<file path="config.mk">
export PLATFORM = sky130hd
export DESIGN_NAME = cpu_run_ctrl_flat
export DESIGN_NICKNAME = d
export VERILOG_FILES = /design/src/rtl/cpu_run_ctrl_if.sv /design/src/rtl/cpu_run_ctrl.sv /design/src/flat_wrapper.sv
export SDC_FILE = /design/constraint.sdc
export NUM_CORES = 1
export LEC_CHECK = 0
export ABC_AREA = 1
export ABC_CLOCK_PERIOD_IN_PS = 3100
export CORE_AREA = 2 2 122 124
export CTS_CLUSTER_SIZE = 8
export DETAILED_ROUTE_END_ITERATION = 12
export DIE_AREA = 0 0 124 126
export HOLD_SLACK_MARGIN = 0.12
export SLEW_MARGIN = 30
export SYNTH_ARGS = -nofsm -noshare
export SYNTH_HDL_FRONTEND = slang
export SYNTH_SLANG_ARGS = --single-unit
</file>
<file path="constraint.sdc">
create_clock -name clock -period 3.1 [get_ports clock]
set_input_delay 0.62 -clock clock [delete_from_list [all_inputs] [get_ports clock]]
set_output_delay 0.62 -clock clock [all_outputs]
set_load 0.05 [all_outputs]
</file>
<file path="src/rtl/cpu_run_ctrl_if.sv">
// cpu_run_ctrl_if: control/status bundle between a run sequencer and its host.
// Host drives: start, abort, pc, instr_valid.
// Sequencer drives: cpu_reset, cpu_en, busy, done, timeout, cycle_count, retired_count, halt_pc.
interface cpu_run_ctrl_if #(parameter int CNT_W = 16, parameter int PC_W = 32);
  logic start, abort, instr_valid;
  logic [PC_W-1:0] pc;
  logic cpu_reset, cpu_en, busy, done, timeout;
  logic [CNT_W-1:0] cycle_count, retired_count;
  logic [PC_W-1:0] halt_pc;
  modport master(output start, abort, pc, instr_valid,
                 input cpu_reset, cpu_en, busy, done, timeout, cycle_count, retired_count, halt_pc);
  modport slave(input start, abort, pc, instr_valid,
                output cpu_reset, cpu_en, busy, done, timeout, cycle_count, retired_count, halt_pc);
endinterface

</file>
<file path="src/rtl/cpu_run_ctrl.sv">
// cpu_run_ctrl: holds the core in reset, runs it until a self-loop halt or cycle budget, reports counts.
// Ports: clock (rising edge), reset (async, active-low), bus (cpu_run_ctrl_if.slave):
//   in  start, abort, pc, instr_valid; out cpu_reset, cpu_en, busy, done, timeout,
//   cycle_count, retired_count (saturating), halt_pc.
module cpu_run_ctrl #(
  parameter int RESET_CYCLES = 1,
  parameter int MAX_CYCLES = 100,
  parameter int HALT_REPEAT = 3,
  parameter int CNT_W = 16,
  parameter int PC_W = 32
) (
  input logic clock,
  input logic reset,
  cpu_run_ctrl_if.slave bus
);
  localparam int HW = $clog2(RESET_CYCLES + 1);
  localparam int SW = $clog2(HALT_REPEAT + 1);
  typedef enum logic [1:0] {IDLE, HOLD, RUN, DONE} state_t;
  state_t state, state_nx;
  logic [HW-1:0] hold_cnt;
  logic [SW-1:0] same_cnt, same_nx;
  logic [PC_W-1:0] last_pc;
  logic last_vld, halt, expire, clear;
  logic [CNT_W-1:0] cyc_nx;
  always_ff @(posedge clock or negedge reset)
    if (!reset) state <= IDLE;
    else state <= state_nx;
  always_comb begin
    same_nx = (last_vld && bus.pc == last_pc) ? same_cnt + 1'b1 : '0;
    halt = state == RUN && bus.instr_valid && same_nx == SW'(HALT_REPEAT - 1);
    cyc_nx = bus.cycle_count + 1'b1;
    expire = state == RUN && cyc_nx == CNT_W'(MAX_CYCLES);
    state_nx = bus.abort ? IDLE :
               (state == IDLE || state == DONE) ? (bus.start ? HOLD : state) :
               state == HOLD ? (hold_cnt == HW'(RESET_CYCLES - 1) ? RUN : HOLD) :
               (halt || expire) ? DONE : RUN;
    // run results are wiped when going idle or when a new run begins
    clear = state_nx == IDLE || (state_nx == HOLD && state != HOLD);
  end
  always_ff @(posedge clock or negedge reset)
    if (!reset) begin
      bus.cpu_reset <= 1'b1;
      bus.cpu_en <= 1'b0;
      bus.busy <= 1'b0;
      bus.done <= 1'b0;
      bus.timeout <= 1'b0;
      bus.cycle_count <= '0;
      bus.retired_count <= '0;
      bus.halt_pc <= '0;
      hold_cnt <= '0;
      same_cnt <= '0;
      last_pc <= '0;
      last_vld <= 1'b0;
    end else begin
      bus.cpu_reset <= state_nx == IDLE || state_nx == HOLD;
      bus.cpu_en <= state_nx == RUN;
      bus.busy <= state_nx == HOLD || state_nx == RUN;
      bus.done <= state_nx == DONE;
      hold_cnt <= state == HOLD ? hold_cnt + 1'b1 : '0;
      if (clear) begin
        bus.timeout <= 1'b0;
        bus.cycle_count <= '0;
        bus.retired_count <= '0;
        bus.halt_pc <= '0;
        same_cnt <= '0;
        last_pc <= '0;
        last_vld <= 1'b0;
      end else if (state == RUN) begin
        bus.cycle_count <= cyc_nx;
        if (bus.instr_valid) begin
          bus.retired_count <= &bus.retired_count ? bus.retired_count : bus.retired_count + 1'b1;
          same_cnt <= same_nx;
          last_pc <= bus.pc;
          last_vld <= 1'b1;
        end
        if (halt) bus.halt_pc <= bus.pc;
        else if (expire) bus.timeout <= 1'b1;
      end
    end
endmodule

</file>
<file path="src/flat_wrapper.sv">
// flat-port wrapper written by rule: the top's interface ports become plain ports
module cpu_run_ctrl_flat 
#(
  parameter int RESET_CYCLES = 1,
  parameter int MAX_CYCLES = 100,
  parameter int HALT_REPEAT = 3,
  parameter int CNT_W = 16,
  parameter int PC_W = 32
)
  (clock, reset, bus_start, bus_abort, bus_pc, bus_instr_valid, bus_cpu_reset, bus_cpu_en, bus_busy, bus_done, bus_timeout, bus_cycle_count, bus_retired_count, bus_halt_pc);
  cpu_run_ctrl_if #(.CNT_W(CNT_W), .PC_W(PC_W)) bus_i ();
  input logic clock;
  input logic reset;
  input wire logic [$bits(bus_i.start)-1:0] bus_start;
  input wire logic [$bits(bus_i.abort)-1:0] bus_abort;
  input wire logic [$bits(bus_i.pc)-1:0] bus_pc;
  input wire logic [$bits(bus_i.instr_valid)-1:0] bus_instr_valid;
  output wire logic [$bits(bus_i.cpu_reset)-1:0] bus_cpu_reset;
  output wire logic [$bits(bus_i.cpu_en)-1:0] bus_cpu_en;
  output wire logic [$bits(bus_i.busy)-1:0] bus_busy;
  output wire logic [$bits(bus_i.done)-1:0] bus_done;
  output wire logic [$bits(bus_i.timeout)-1:0] bus_timeout;
  output wire logic [$bits(bus_i.cycle_count)-1:0] bus_cycle_count;
  output wire logic [$bits(bus_i.retired_count)-1:0] bus_retired_count;
  output wire logic [$bits(bus_i.halt_pc)-1:0] bus_halt_pc;
  assign bus_i.start = bus_start;
  assign bus_i.abort = bus_abort;
  assign bus_i.pc = bus_pc;
  assign bus_i.instr_valid = bus_instr_valid;
  assign bus_cpu_reset = bus_i.cpu_reset;
  assign bus_cpu_en = bus_i.cpu_en;
  assign bus_busy = bus_i.busy;
  assign bus_done = bus_i.done;
  assign bus_timeout = bus_i.timeout;
  assign bus_cycle_count = bus_i.cycle_count;
  assign bus_retired_count = bus_i.retired_count;
  assign bus_halt_pc = bus_i.halt_pc;
  cpu_run_ctrl #(.RESET_CYCLES(RESET_CYCLES), .MAX_CYCLES(MAX_CYCLES), .HALT_REPEAT(HALT_REPEAT), .CNT_W(CNT_W), .PC_W(PC_W)) u_core (.clock(clock), .reset(reset), .bus(bus_i));
endmodule
</file>
Yosys cells after proc, flatten, opt, wreduce, memory -nomap -nowiden
Cells that the tools add are included.
{ "totals": {"ff_bits": 107, "latch_bits": 0, "ramBits": 0, "mem_bits_ro": 0, "in_bits": 37, "output_inout_bits": 69, "wordCells": 80, "memories": 0} }
{ "op_classes": {"add_sub_neg": 4, "mul": 0, "div_mod_pow": 0, "order_cmp": 0, "eq_ne": 12, "n_shift": 0, "n_mux": 30, "n_bitwise": 0, "n_reduce_logical": 21} }
{ "ops": {"columns": ["operator", "n"], "rows": [
  ["$mux W32", 6],
  ["$mux W16", 6],
  ["$add A16 B1 Y16 const B", 2],
  ["$eq A32 B32 Y1", 1],
  ["$mux W2", 9],
  ["$eq A16 B7 Y1 const B", 1],
  ["$reduce_and A16 Y1", 1],
  ["$eq A2 B2 Y1 const B", 5],
  ["$mux W1", 9],
  ["$reduce_bool A2 Y1", 4],
  ["$reduce_and A3 Y1", 2],
  ["$logic_and A1 B1 Y1", 5],
  ["$logic_or A1 B1 Y1", 5],
  ["$eq A2 B1 Y1 const B", 2],
  ["$logic_not A2 Y1", 2],
  ["$ne A2 B1 Y1 const B", 2],
  ["$reduce_and A2 Y1", 2],
  ["$add A2 B1 Y2 const B", 1],
  ["$ne A2 B2 Y1 const B", 1],
  ["$add A1 B1 Y1 const B", 1]
]} }

Logic depth before layout (Yosys ltp)
Gate-level depths: netlist of run 1.
{ "depth": {"depth_word": 15, "ltp_mapped": 23, "mapped_depth_nobuf": 23} }

Least setup slack after synthesis of run 1
OpenSTA, ideal clock, no wires.
{ "synth_timing": {"kind": "reg2reg", "start": "register u_core.bus.cycle_count[1]", "end": "register u_core.last_pc[10]", "setup_ns": 0.083, "t_arrival_ns": 3.152, "t_required_ns": 3.017, "setup_slack_ns": -0.135, "stages_incl_launch_ff": 23, "n_path_buf": 2, "synth_period_minus_slack_ns": 3.235, "cell_sequence": "dfrtp_1 > ha_1 > nand3_2 > nor2_4 > nand2_1 > nand2_1 > nand2_1 > nor2_1 > nand3_1 > nor2_1 > nand2_1 > nand2_1 > nand2_1 > nand2_1 > nand2_1 > ha_1 > a21oi_4 > inv_2 > clkbuf_1 > nor2_1 > inv_2 > buf_2 > o22ai_1"} }
{ "synth_via": {"elab_chain_len": 13, "elab_cells_between_ends": 16, "classes_between": "1 x add/sub; 2 x eq/ne; 5 x mux; 8 x reduce/logical"} }
{ "synth_rtl": {"columns": ["item", "line_no", "text"], "rows": [
  ["from (decl)", "cpu_run_ctrl_if.sv:13", "output cpu_reset, cpu_en, busy, done, timeout, cycle_count, retired_count, halt_pc);"],
  ["from (signal assigned)", "cpu_run_ctrl.sv:69", "bus.cycle_count <= cyc_nx;"],
  ["$add A16 B1 Y16 (*)", "cpu_run_ctrl.sv:31", "cyc_nx = bus.cycle_count + 1'b1;"],
  ["$eq A16 B7 Y1 (*)", "cpu_run_ctrl.sv:32", "expire = state == RUN && cyc_nx == CNT_W'(MAX_CYCLES);"],
  ["$logic_and A1 B1 Y1 (*)", "cpu_run_ctrl.sv:32", null],
  ["$logic_or A1 B1 Y1 (*)", "cpu_run_ctrl.sv:36", "(halt || expire) ? DONE : RUN;"],
  ["$mux W1 (*)", "cpu_run_ctrl.sv:36", null],
  ["$mux W2 (*)", "cpu_run_ctrl.sv:35", "state == HOLD ? (hold_cnt == HW'(RESET_CYCLES - 1) ? RUN : HOLD) :"],
  ["$mux W2 (*)", "cpu_run_ctrl.sv:34", "(state == IDLE || state == DONE) ? (bus.start ? HOLD : state) :"],
  ["$mux W2 (*)", "cpu_run_ctrl.sv:33", "state_nx = bus.abort ? IDLE :"],
  ["$eq A2 B1 Y1", "cpu_run_ctrl.sv:38", "clear = state_nx == IDLE || (state_nx == HOLD && state != HOLD);"],
  ["$logic_and A1 B1 Y1", "cpu_run_ctrl.sv:38", null],
  ["$logic_or A1 B1 Y1 (*)", "cpu_run_ctrl.sv:38", null],
  ["$reduce_bool A2 Y1 (no source line)", null, null],
  ["$reduce_and A2 Y1 (no source line)", null, null],
  ["to (signal assigned)", "cpu_run_ctrl.sv:73", "last_pc <= bus.pc;"],
  ["to (decl)", "cpu_run_ctrl.sv:22", "logic [PC_W-1:0] last_pc;"]
]} }
Mark *: on every way between the ends. The rest lies on a longest branch, timed or not.
A chain may end at the register's enable or synchronous reset.

Worst setup path in the final report of run 1
{ "layout_timing": {"start": "input port bus_pc[22]", "end": "register u_core.bus.retired_count[8]"} }
{ "layout_via": {"elab_chain_len": 15, "elab_cells_between_ends": 19, "classes_between": "4 x eq/ne; 6 x mux; 9 x reduce/logical"} }
{ "layout_rtl": {"columns": ["item", "line_no", "text"], "rows": [
  ["from (decl)", "flat_wrapper.sv:16", "input wire logic [$bits(bus_i.pc)-1:0] bus_pc;"],
  ["$eq A32 B32 Y1 (*)", "cpu_run_ctrl.sv:29", "same_nx = (last_vld && bus.pc == last_pc) ? same_cnt + 1'b1 : '0;"],
  ["$logic_and A1 B1 Y1 (*)", "cpu_run_ctrl.sv:29", null],
  ["$mux W2 (*)", "cpu_run_ctrl.sv:29", null],
  ["$eq A2 B2 Y1 (*)", "cpu_run_ctrl.sv:30", "halt = state == RUN && bus.instr_valid && same_nx == SW'(HALT_REPEAT - 1);"],
  ["$logic_and A1 B1 Y1 (*)", "cpu_run_ctrl.sv:30", null],
  ["$logic_or A1 B1 Y1 (*)", "cpu_run_ctrl.sv:36", null],
  ["$mux W1 (*)", "cpu_run_ctrl.sv:36", null],
  ["$mux W2 (*)", "cpu_run_ctrl.sv:35", null],
  ["$mux W2 (*)", "cpu_run_ctrl.sv:34", null],
  ["$mux W2 (*)", "cpu_run_ctrl.sv:33", null],
  ["net u_core.state_nx[0]", "cpu_run_ctrl.sv:19", "state_t state, state_nx;"],
  ["$eq A2 B1 Y1", "cpu_run_ctrl.sv:38", null],
  ["$logic_and A1 B1 Y1", "cpu_run_ctrl.sv:38", null],
  ["$logic_or A1 B1 Y1 (*)", "cpu_run_ctrl.sv:38", null],
  ["$ne A2 B1 Y1 (no source line) or $reduce_bool A2 Y1 (tied branches)", null, null],
  ["$reduce_and A3 Y1 (no source line)", null, null],
  ["to (signal assigned)", "cpu_run_ctrl.sv:71", "bus.retired_count <= &bus.retired_count ? bus.retired_count : bus.retired_count + 1'b1;"],
  ["to (decl)", "cpu_run_ctrl_if.sv:13", null]
]} }
Mark *: on every way through the listed nets, which the timed path passes. The rest lies on a longest branch.

==> metrics.txt, run 1 <==
pin count of the biggest net entering global routing about 50; WL/cell between 10 and 15 um; Setup Skew 8.325 ps; Pwr Total ~5.7 mW; xor/xnor share of the synthesized area around 1.9%; Data arrival, critical path approximately 3300 ps; share of cells above drive strength 1 between 10% and 20%; total wire length ~16 mm; Synth Area in Simple Gates roughly 31%; gr ovfl total 0; DR pass1 iterations 5; largest family of logic cells by synthesized area simple AND/OR/NAND/NOR gates; Compound-Gate Fraction of Synth Area about 9.3%; Crit-path slowest cell clkdlybuf4s50_1; die width approximately 120 um; Combinational Power Share approximately 48%; Seq cells post-synth approximately 110; first-pass GRT wire length 26.30 mm; Final Hold Fails 0; DP Worst Slack -642.4 ps; latest clock arrival within the worst-skew pair about 360 ps; CP max FO 8; Vias 5486; Final min period between 2000 and 3000 ps; Max Buffers Root-to-Sink 2; die area between 15000 and 20000 um2; Cell variety after synth 36; Starting Density 39.49%; Psw between 2 and 2.5 mW; Worst-path clk slew ~70 ps; io pins roughly 110; Area Overhead vs Synth 41.21%; final antenna-violating net count 0; Setup violations, final 0; Least-Margin Pin Slew ~570 ps; switch share between 40% and 50%; synthesized area per cell 7.712 um2; worst min path class in -> async; clock power share a little over a fifth; post-DR vias/cell 5.038; FF-to-FF setup slack ~170 ps; status finished, final reports clean; fill count 1315; P_int 3.173 mW; CTS tree done; GRT Overall Usage around 21%; RSZ-0062 raised after global routing yes; Crit path required time approximately 3400 ps; Flop pwr share between 30 and 40%; TritonCTS sink count between 100 and 150; Final period util 96.17%; pwr dens 708.8 nW/um2; CTS root buf clkbuf_16; Mapped Cells ~730; MaxCap Viol Count 0; Peak VDD IR between 0.0003 and 0.0004 V; core area 14310 um2; multiplexer area fraction after synthesis 0.1771%; Seq/Total Area, Yosys between 40% and 50%; Slew Limit Fails 0; CP startpoint kind primary input; H-Tree Depth 3; syn_nets 779; TritonCTS Buffers 9; synth warn 0; LEAKAGE about 3.8 nW; vias in the first global route 5314; placed wire-length estimate ~12 mm; post-route setup slack around 120 ps; Setup crit end kind flop; CP Class in -> reg; Final nets approximately 950; # port buffers 105; WP buf/inv 5; Critical Path, Cell by Cell clkdlybuf4s50_1 -> inv_1 -> nand2_1 -> nand4_1 -> nor2_1 -> nand2_1 -> nor2_2 -> nand4_4 -> nand2_2 -> nand2_2 -> a21oi_2 -> ha_2 -> a21oi_4 -> inv_2 -> nor2_4 -> nor2_4 -> clkinv_2 -> buf_6 -> o31ai_2; Post-Syn Area around 5700 um2; CTS Hold Bufs 0; Critical Path Max Stage Delay around 500 ps; Largest delay share family, worst path simple AND/OR/NAND/NOR gates; # DRC 0; die height around 130 um; n_diodes 0; initial antenna violation count 0; initial DRC count ~330; routability cong. about 0.88; Slew HR 61.70%; top achievable clock speed approximately 340 MHz; Synth Area in Adders 1.992%; Row Count 44
-- worst register-to-register path: cells and delay by family (launching register included) --
kind,cells,cell delay (ps)
buffers and inverters,3,360
AOI/OAI and AO/OA,3,440
and+or+nand+nor,13,1400
adders and majority gates,1,220
DFF,1,440
-- flip-flops by register name, indices dropped and copies added (netlist names) --
signal                    flops
u_core.bus.halt_pc           32
u_core.last_pc               32
u_core.bus.cycle_count       16
u_core.bus.retired_count     16
u_core.same_cnt               2
u_core.state                  2
u_core.bus.busy               1
u_core.bus.cpu_en             1
u_core.bus.cpu_reset          1
u_core.bus.done               1
u_core.bus.timeout            1
u_core.hold_cnt               1
u_core.last_vld               1
-- power by group through the flow --
| stage | Sequential (mW) | Combinational [mW] | Clock (mW) |
|---|---|---|---|
| after floorplan | 2.15 | 1.25 | 0 |
| after global placement | 1.75 | 2.52 | 0 |
| after detailed placement | 1.76 | 2.57 | 0 |
| after CTS | 1.73 | 2.63 | 1.23 |
| after global routing | 1.76 | 2.99 | 1.28 |
| final | 1.74 | 2.73 | 1.20 |
-- metrics by stage --
step                      hold WS (ps)  util [%]  setup TNS, ps  std cells  area [um2]
final                            162.6     55.77              0       1089        7983
after global routing             175.2     55.77          -4048       1089        7983
after CTS                        171.0     54.11              0       1087        7745
after detailed placement         428.3     51.53         -36530       1070        7376
after global placement           420.1     51.53         -36420       1070        7376
after floorplan                  324.4         -              0        733        5655
-- what timing repair did --
action | in CTS | in global routing
setup buffers | 1 | 2
pin swaps | 7 | 20
gates cloned | 0 | 0
resized for setup | 27 | 67
endpoints found under the setup margin | 53 | 98
-- path summary, 6_finish.rpt --
check,start,end,cells past startpoint
worst max-delay path,bus_pc[22],u_core.bus.retired_count[8],19
worst min-delay path,reset,u_core.bus.retired_count[4],1
worst max register to register,u_core.bus.cycle_count[6],u_core.bus.retired_count[8],20
worst min register to register,u_core.hold_cnt,u_core.hold_cnt,1
max in group asynchronous,reset,u_core.bus.cycle_count[0],2
min in group clock,u_core.hold_cnt,u_core.hold_cnt,1
-- cells by family (layout without fill, tap and decap cells) --
family	Yosys count	count (layout)
and+or+nand+nor	388	388
buffers and inverters	124	296
DFF	107	107
AOI/OAI and AO/OA	92	92
xor gates and xnor gates	12	12
adders and majority gates	9	9
muxes	1	1
-- cells in the mapped netlist (all sizes together) --
library cell | n | area share [%]
ha | 9 | 2.0
nor4 | 5 | 0.55
o22ai | 32 | 3.5
clkinv | 2 | 0.13
o21ai | 44 | 3.9
xor2 | 9 | 1.4
mux2i | 1 | 0.18
a21oi | 12 | 1.3
inv | 100 | 6.6
o31ai | 4 | 0.53
nor3b | 1 | 0.13
clkbuf | 7 | 0.46
buf | 15 | 1.5
dfrtp | 106 | 47
dfstp | 1 | 0.46
and3 | 2 | 0.22
nand3b | 1 | 0.13
or2 | 1 | 0.11
nor3 | 11 | 1.1
nand4 | 22 | 2.7
nand2 | 199 | 13
nand3 | 85 | 7.7
nor2 | 61 | 4.6
xnor2 | 3 | 0.46
-- layout by cell type (no fill, tap or decap), types with 3 or more instances in the layout --
cell type,instances
a21oi_1,9
buf_4,66
buf_6,6
clkbuf_16,9
clkdlybuf4s50_1,79
dfrtp_1,102
dfrtp_2,4
dlygate4sd2_1,7
dlymetal6s2s_1,18
ha_1,6
inv_1,90
inv_2,8
inv_6,3
nand2_1,184
nand2_2,14
nand3_1,81
nand4_1,21
nor2_1,46
nor2_2,7
nor2_4,8
nor3_1,8
nor4_1,5
o21ai_0,38
o21ai_1,6
o22ai_1,30
xor2_1,9
-- cell type report --
cell class / instances / area [um2] / share of cell area, %
multi-input cells: 502 / 2694 / 33.75
flip-flops and latches: 107 / 2684 / 33.62
repair buffers: 178 / 1680 / 21.05
inverters: 102 / 391.6 / 4.906
clock buffers: 11 / 242.7 / 3.041
well taps: 184 / 230.2 / 2.884
clock inverters: 5 / 60.06 / 0.7524
-- per-layer routing --
metal / track usage, % / vias up / routed length [um] / part of all wire, %
li1: - / 2732 / - / -
met1: 31.03 / 2599 / 7582 / 47
met2: 32.97 / 142 / 7429 / 46
met3: 3.986 / 13 / 813 / 5.1
met4: 6.081 / 0 / 199 / 1.2
met5: 0 / - / 0 / 0
Power figures use the tool's default switching activity.
==> inputs of run 2 (changes only) <==
--- a/config.mk
+++ b/config.mk
@@ -6,12 +6,13 @@
 export NUM_CORES = 1
 export LEC_CHECK = 0
 export ABC_AREA = 1
-export ABC_CLOCK_PERIOD_IN_PS = 3100
+export ABC_CLOCK_PERIOD_IN_PS = 3360
 export CORE_AREA = 2 2 122 124
 export CTS_CLUSTER_SIZE = 8
 export DETAILED_ROUTE_END_ITERATION = 12
 export DIE_AREA = 0 0 124 126
 export HOLD_SLACK_MARGIN = 0.12
+export SKIP_CTS_REPAIR_TIMING = 1
 export SLEW_MARGIN = 30
 export SYNTH_ARGS = -nofsm -noshare
 export SYNTH_HDL_FRONTEND = slang
==> constraint.sdc (replaced) <==
create_clock -name clock -period 3.36 [get_ports clock]
set_input_delay 0.672 -clock clock [delete_from_list [all_inputs] [get_ports clock]]
set_output_delay 0.672 -clock clock [all_outputs]
set_load 0.05 [all_outputs]
==> metrics.txt, run 2 (synthesis gave the netlist of run 1 again) <==
TritonCTS sink count 107 (unchanged); MaxCap Viol Count 0 (unchanged); first-pass GRT wire length 26.75 mm (was 26.30 mm); LEAKAGE 3.741 nW (was 3.779 nW); CP startpoint kind primary input (unchanged); Least-Margin Pin Slew 728.3 ps (was 570.1 ps); Final Hold Fails 0 (unchanged); Crit path required time 3610 ps (was 3370 ps); CP max FO 40 (was 8); # DRC 0 (unchanged); post-DR vias/cell 5.017 (was 5.038); die area 15620 um2 (unchanged); initial antenna violation count 0 (unchanged); H-Tree Depth 3 (unchanged); Top Registers u_core.bus.halt_pc x32, u_core.last_pc x32 (unchanged); latest clock arrival within the worst-skew pair 350 ps (was 360 ps); Slew Limit Fails 0 (unchanged); FF-to-FF setup slack 230 ps (was 170 ps); CP Class in -> reg (unchanged); io pins 106 (unchanged); Max Buffers Root-to-Sink 2 (unchanged); Peak VDD IR 0.0002649 V (was 0.0003969 V); Data arrival, critical path 3400 ps (was 3250 ps); core area 14310 um2 (unchanged); pin count of the biggest net entering global routing 56 (was 49); Setup crit end kind flop (unchanged); status finished, final reports clean (unchanged); Starting Density 39.49% (unchanged); n_diodes 0 (unchanged); DR pass1 iterations 5 (unchanged); CTS root buf clkbuf_16 (unchanged); initial DRC count 329 (was 333); Row Count 44 (unchanged); Final period util between 90% and 100%; most frequent cells in the layout nand2_1, dfrtp_1, inv_1 (unchanged); die height 126 um (unchanged); final antenna-violating net count 0 (unchanged); routability cong. 0.9423 (was 0.8820); GRT Overall Usage 21.81% (was 21.49%); Setup violations, final 0 (unchanged); Final Util 55.24% (was 55.77%); top achievable clock speed between 300 and 400 MHz; placed wire-length estimate 12.16 mm (was 11.77 mm); CTS tree done (unchanged); WL/cell 14.83 um (was 14.71 um); RSZ-0062 raised after global routing yes (unchanged); # port buffers 105 (unchanged); Final Instance Count excl. Fillers 1099 (was 1089); Worst-path clk slew 70 ps (about the same); total wire length 16.30 mm (was 16.02 mm); pwr dens 662.8 nW/um2 (was 708.8 nW/um2); Final nets 956 (was 946); vias in the first global route 5537 (was 5314); Setup Skew 7.068 ps (was 8.325 ps); worst min path class in -> async (unchanged); TritonCTS Buffers 9 (unchanged); cell count after placement 1081 (was 1070); fill count 1369 (was 1315); commonest non-fill, non-tap cell in the layout nand2_1 (unchanged); Area Overhead vs Synth 39.86% (was 41.21%); Slew HR 51.45% (was 61.70%); die width 124 um (unchanged); Final min period between 3000 and 4000 ps; share of cells above drive strength 1 14.64% (was 17.46%); gr ovfl total 0 (unchanged); Vias 5514 (was 5486)
-- run 2: changes by cell type in the layout (fill, tap and decap cells not counted), sizes merged, moves of 2 or more --
cell,before,now
buf,74,84
clkbuf,11,9
dlymetal6s2s,18,12
clkinv,3,6
clkdlybuf4s50,79,92
dlygate4sd2,7,0
-- run 2: metal layers --
metal	GRT usage [%]	vias up	part of all wire, %
met4	7.469	0	1.9
li1	-	2746	-
met5	0	-	0
met1	31.58	2607	48
met2	33.48	141	45
met3	3.080	20	4.2
-- run 2: power by group --
group | switching (mW) | internal, mW | total, mW
clock network | 0.502 | 0.501 | 1.00
registers | 0.117 | 1.49 | 1.61
logic | 1.65 | 0.979 | 2.63
total | 2.27 | 2.97 | 5.24
-- run 2: metrics by stage --
| stage | hold WS (ps) | power [mW] | area [um2] | setup TNS [ps] | worst slack [ps] |
|---|---|---|---|---|---|
| final | 352.9 | 5.240 | 7906 | 0 | 210.8 |
| after global routing | 432.7 | 5.564 | 7906 | -2547 | -88.00 |
| after CTS | 388.4 | 5.187 | 7801 | -71.69 | -32.52 |
| after detailed placement | 437.0 | 4.184 | 7531 | -24950 | -383.9 |
| after global placement | 415.6 | 4.131 | 7531 | -20500 | -378.4 |
| after floorplan | 376.4 | 3.134 | 5653 | 0 | 125.2 |
-- run 2: worst paths after layout --
path,endpoint,startpoint,depth (start not counted)
max,u_core.bus.halt_pc[17],bus_pc[5],21
min,u_core.bus.retired_count[8],reset,1
max reg2reg,u_core.bus.halt_pc[17],u_core.bus.cycle_count[0],21
min reg2reg,u_core.hold_cnt,u_core.hold_cnt,1
max in group asynchronous,u_core.bus.cpu_reset,reset,2
min in group clock,u_core.hold_cnt,u_core.hold_cnt,1
-- run 2: worst max-delay path, stage by stage --
cell	delay (ps)
clkdlybuf4s50_1	500
inv_1	90
nand2_1	90
nand2_1	60
nor2_1	90
nand2_1	50
nor2_1	100
nand2_1	70
nor2_2	140
nand4_4	90
nand2_1	80
nand2_1	80
nand2_1	100
nand2_2	80
ha_4	180
a21oi_4	170
buf_4	210
buf_12	210
nand2_8	140
nand3_1	130
nand2_1	50
-- run 2: cell type report --
type	instances	area, um2	area share (%)
Clock buffer	9	225.2	2.849
Clock inverter	7	45.04	0.5697
Inverter	102	382.9	4.843
Multi-Input combinational cell	502	2537	32.09
Sequential cell	107	2680	33.90
Tap cell	184	230.2	2.912
Timing Repair Buffer	188	1805	22.84
==> inputs of run 3 (changes only) <==
--- a/config.mk
+++ b/config.mk
@@ -7,11 +7,12 @@
 export LEC_CHECK = 0
 export ABC_AREA = 1
 export ABC_CLOCK_PERIOD_IN_PS = 3360
-export CORE_AREA = 2 2 122 124
+export CORE_AREA = 2 2 107 109
 export CTS_CLUSTER_SIZE = 8
 export DETAILED_ROUTE_END_ITERATION = 12
-export DIE_AREA = 0 0 124 126
+export DIE_AREA = 0 0 109 111
 export HOLD_SLACK_MARGIN = 0.12
+export PLACE_DENSITY = 0.79
 export SKIP_CTS_REPAIR_TIMING = 1
 export SLEW_MARGIN = 30
 export SYNTH_ARGS = -nofsm -noshare
==> metrics.txt, run 3 (synthesis gave the netlist of run 1 again) <==
status finished, final reports clean (unchanged); wire length on met2 7.537 mm (was 7.406 mm); Crit path required time 3640 ps (was 3610 ps); H-Tree Depth 3 (unchanged); Final nets 946 (was 956); Max Buffers Root-to-Sink 2 (unchanged); most frequent cells in the layout nand2_1, dfrtp_1, inv_1 (unchanged); cell count after placement 1030 (was 1081); Starting Density 51.03% (was 39.49%); Final Hold Fails 0 (unchanged); GRT Overall Usage 26.91% (was 21.81%); die height 111 um (was 126 um); wire length on met1 7.222 mm (was 7.903 mm); P_int 2.945 mW (was 2.968 mW); n_diodes 0 (unchanged); pwr dens 670.5 nW/um2 (was 662.8 nW/um2); Slew Limit Fails 0 (unchanged); Vias 5578 (was 5514); # DRC 0 (unchanged); Setup Skew 6.482 ps (was 7.068 ps); CP max FO 6 (was 40); worst min path class in -> async (unchanged); top layer used by detailed routing met4 (unchanged); FF-to-FF setup slack 270 ps (was 230 ps); die area 12100 um2 (was 15620 um2); initial DRC count 431 (was 329); Final Instance Count excl. Fillers 1048 (was 1099); TritonCTS Buffers 9 (unchanged); final antenna-violating net count 0 (unchanged); placed wire-length estimate 11.61 mm (was 12.16 mm); MaxCap Viol Count 0 (unchanged); RSZ-0062 raised after global routing yes (unchanged); gr ovfl total 0 (unchanged); routability cong. 0.9033 (was 0.9423); Setup violations, final 0 (unchanged); Peak VDD IR 0.0003827 V (was 0.0002649 V); clock power share 21.5% (was 19.1%); TritonCTS sink count 107 (unchanged); first-pass GRT wire length 25.79 mm (was 26.75 mm); total wire length 15.97 mm (was 16.30 mm); Area Overhead vs Synth 37.56% (was 39.86%); LEAKAGE 3.719 nW (was 3.741 nW); Setup crit end kind flop (unchanged); top achievable clock speed 319.6 MHz (was 317.5 MHz); pin count of the biggest net entering global routing 48 (was 56); Least-Margin Pin Slew 622.4 ps (was 728.3 ps); Psw 2.269 mW (was 2.272 mW); Sum Neg Setup Slack 0 ps (unchanged); io pins 106 (unchanged); DR pass1 iterations 5 (unchanged); latest clock arrival within the worst-skew pair 350 ps (about the same); Combinational Power Share 47.8% (was 50.2%); CP startpoint kind primary input (unchanged); Top Registers u_core.bus.halt_pc x32, u_core.last_pc x32 (unchanged); Worst-path clk slew 70 ps (about the same); die width 109 um (was 124 um); Final period util 93.12% (was 93.73%); commonest non-fill, non-tap cell in the layout nand2_1 (unchanged); initial antenna violation count 0 (unchanged); CP Class in -> reg (unchanged); Flop pwr share 30.7% (was 30.6%); WL/cell 15.24 um (was 14.83 um); CTS tree done (unchanged); # port buffers 105 (unchanged); CTS root buf clkbuf_16 (unchanged); Final min period 3129 ps (was 3149 ps); Data arrival, critical path 3410 ps (was 3400 ps); switch share 43.51% (was 43.35%); share of cells above drive strength 1 13.92% (was 14.64%); Row Count 39 (was 44); core area 11080 um2 (was 14310 um2); DR WL met3 889 um (was 684 um); Slew HR 58.51% (was 51.45%); post-DR vias/cell 5.323 (was 5.017); vias in the first global route 5402 (was 5537)
run 3: changes by cell type in the layout (fill, tap and decap cells not counted), sizes merged:
| cell | delta |
|---|---|
| clkbuf | +2 |
| buf | -10 |
| clkdlybuf4s50 | -4 |
| dlymetal6s2s | +4 |
| bufinv | +1 |
| clkinv | -3 |
run 3: worst paths after layout:
| path | startpoint | endpoint | cells after the start |
|---|---|---|---|
| max | bus_pc[13] | u_core.bus.retired_count[9] | 20 |
| min | reset | u_core.bus.retired_count[8] | 1 |
| max reg2reg | u_core.bus.cycle_count[0] | u_core.bus.retired_count[9] | 22 |
| min reg2reg | u_core.hold_cnt | u_core.hold_cnt | 1 |
| max in group asynchronous | reset | u_core.bus.cpu_reset | 2 |
| min in group clock | u_core.hold_cnt | u_core.hold_cnt | 1 |
run 3: area by class of cell:
| type | instances | area [um2] |
|---|---|---|
| Clock buffer | 11 | 252.7 |
| Inverter | 102 | 387.9 |
| Fill cell | 910 | 3301 |
| Timing Repair Buffer | 178 | 1670 |
| Sequential cell | 107 | 2680 |
| Clock inverter | 5 | 60.06 |
| Multi-Input combinational cell | 502 | 2546 |
| Tap cell | 143 | 178.9 |
run 3: critical path: stages:
cell and delay (ps):
clkdlybuf4s50_1 510, inv_1 70, nand2_1 80, nand4_1 140, nor2_1 110, nand2_1 60
nor2_1 170, nand4_4 130, nand2_1 80, nand2_1 80, a21oi_2 170, ha_2 230
a21oi_4 80, inv_2 90, nor2_4 50, nor2_4 190, nand3_1 170, nor2_1 140
nand2_1 60, a21oi_1 110
run 3: layer usage:
layer  up-vias  global-route usage (%)
met5         -                       0
met4         0                   8.462
met3        27                   4.115
met2       172                   43.15
met1      2655                   37.38
li1       2724                       -
run 3: power groups by stage:
stage	Combinational, mW	Sequential [mW]	Clock, mW
6_report	2.49	1.60	1.12
5_1_grt	2.72	1.62	1.17
4_1_cts	2.36	1.60	1.13
3_5_place_dp	2.35	1.62	0
3_3_place_gp	2.30	1.62	0
2_1_floorplan	1.16	1.98	0
run 3: metrics by stage:
step | cell area (um2) | setup slack [ps] | power [mW] | util [%] | hold slack [ps]
floorplan | 5653 | 125.2 | 3.134 | - | 376.4
global placement | 7330 | -267.1 | 3.918 | 66.17 | 418.9
detailed placement | 7330 | -278.9 | 3.974 | 66.17 | 424.9
CTS | 7642 | 57.72 | 5.091 | 68.99 | 349.4
global route | 7776 | -28.77 | 5.506 | 70.20 | 379.4
finish | 7776 | 231.0 | 5.214 | 70.20 | 324.1
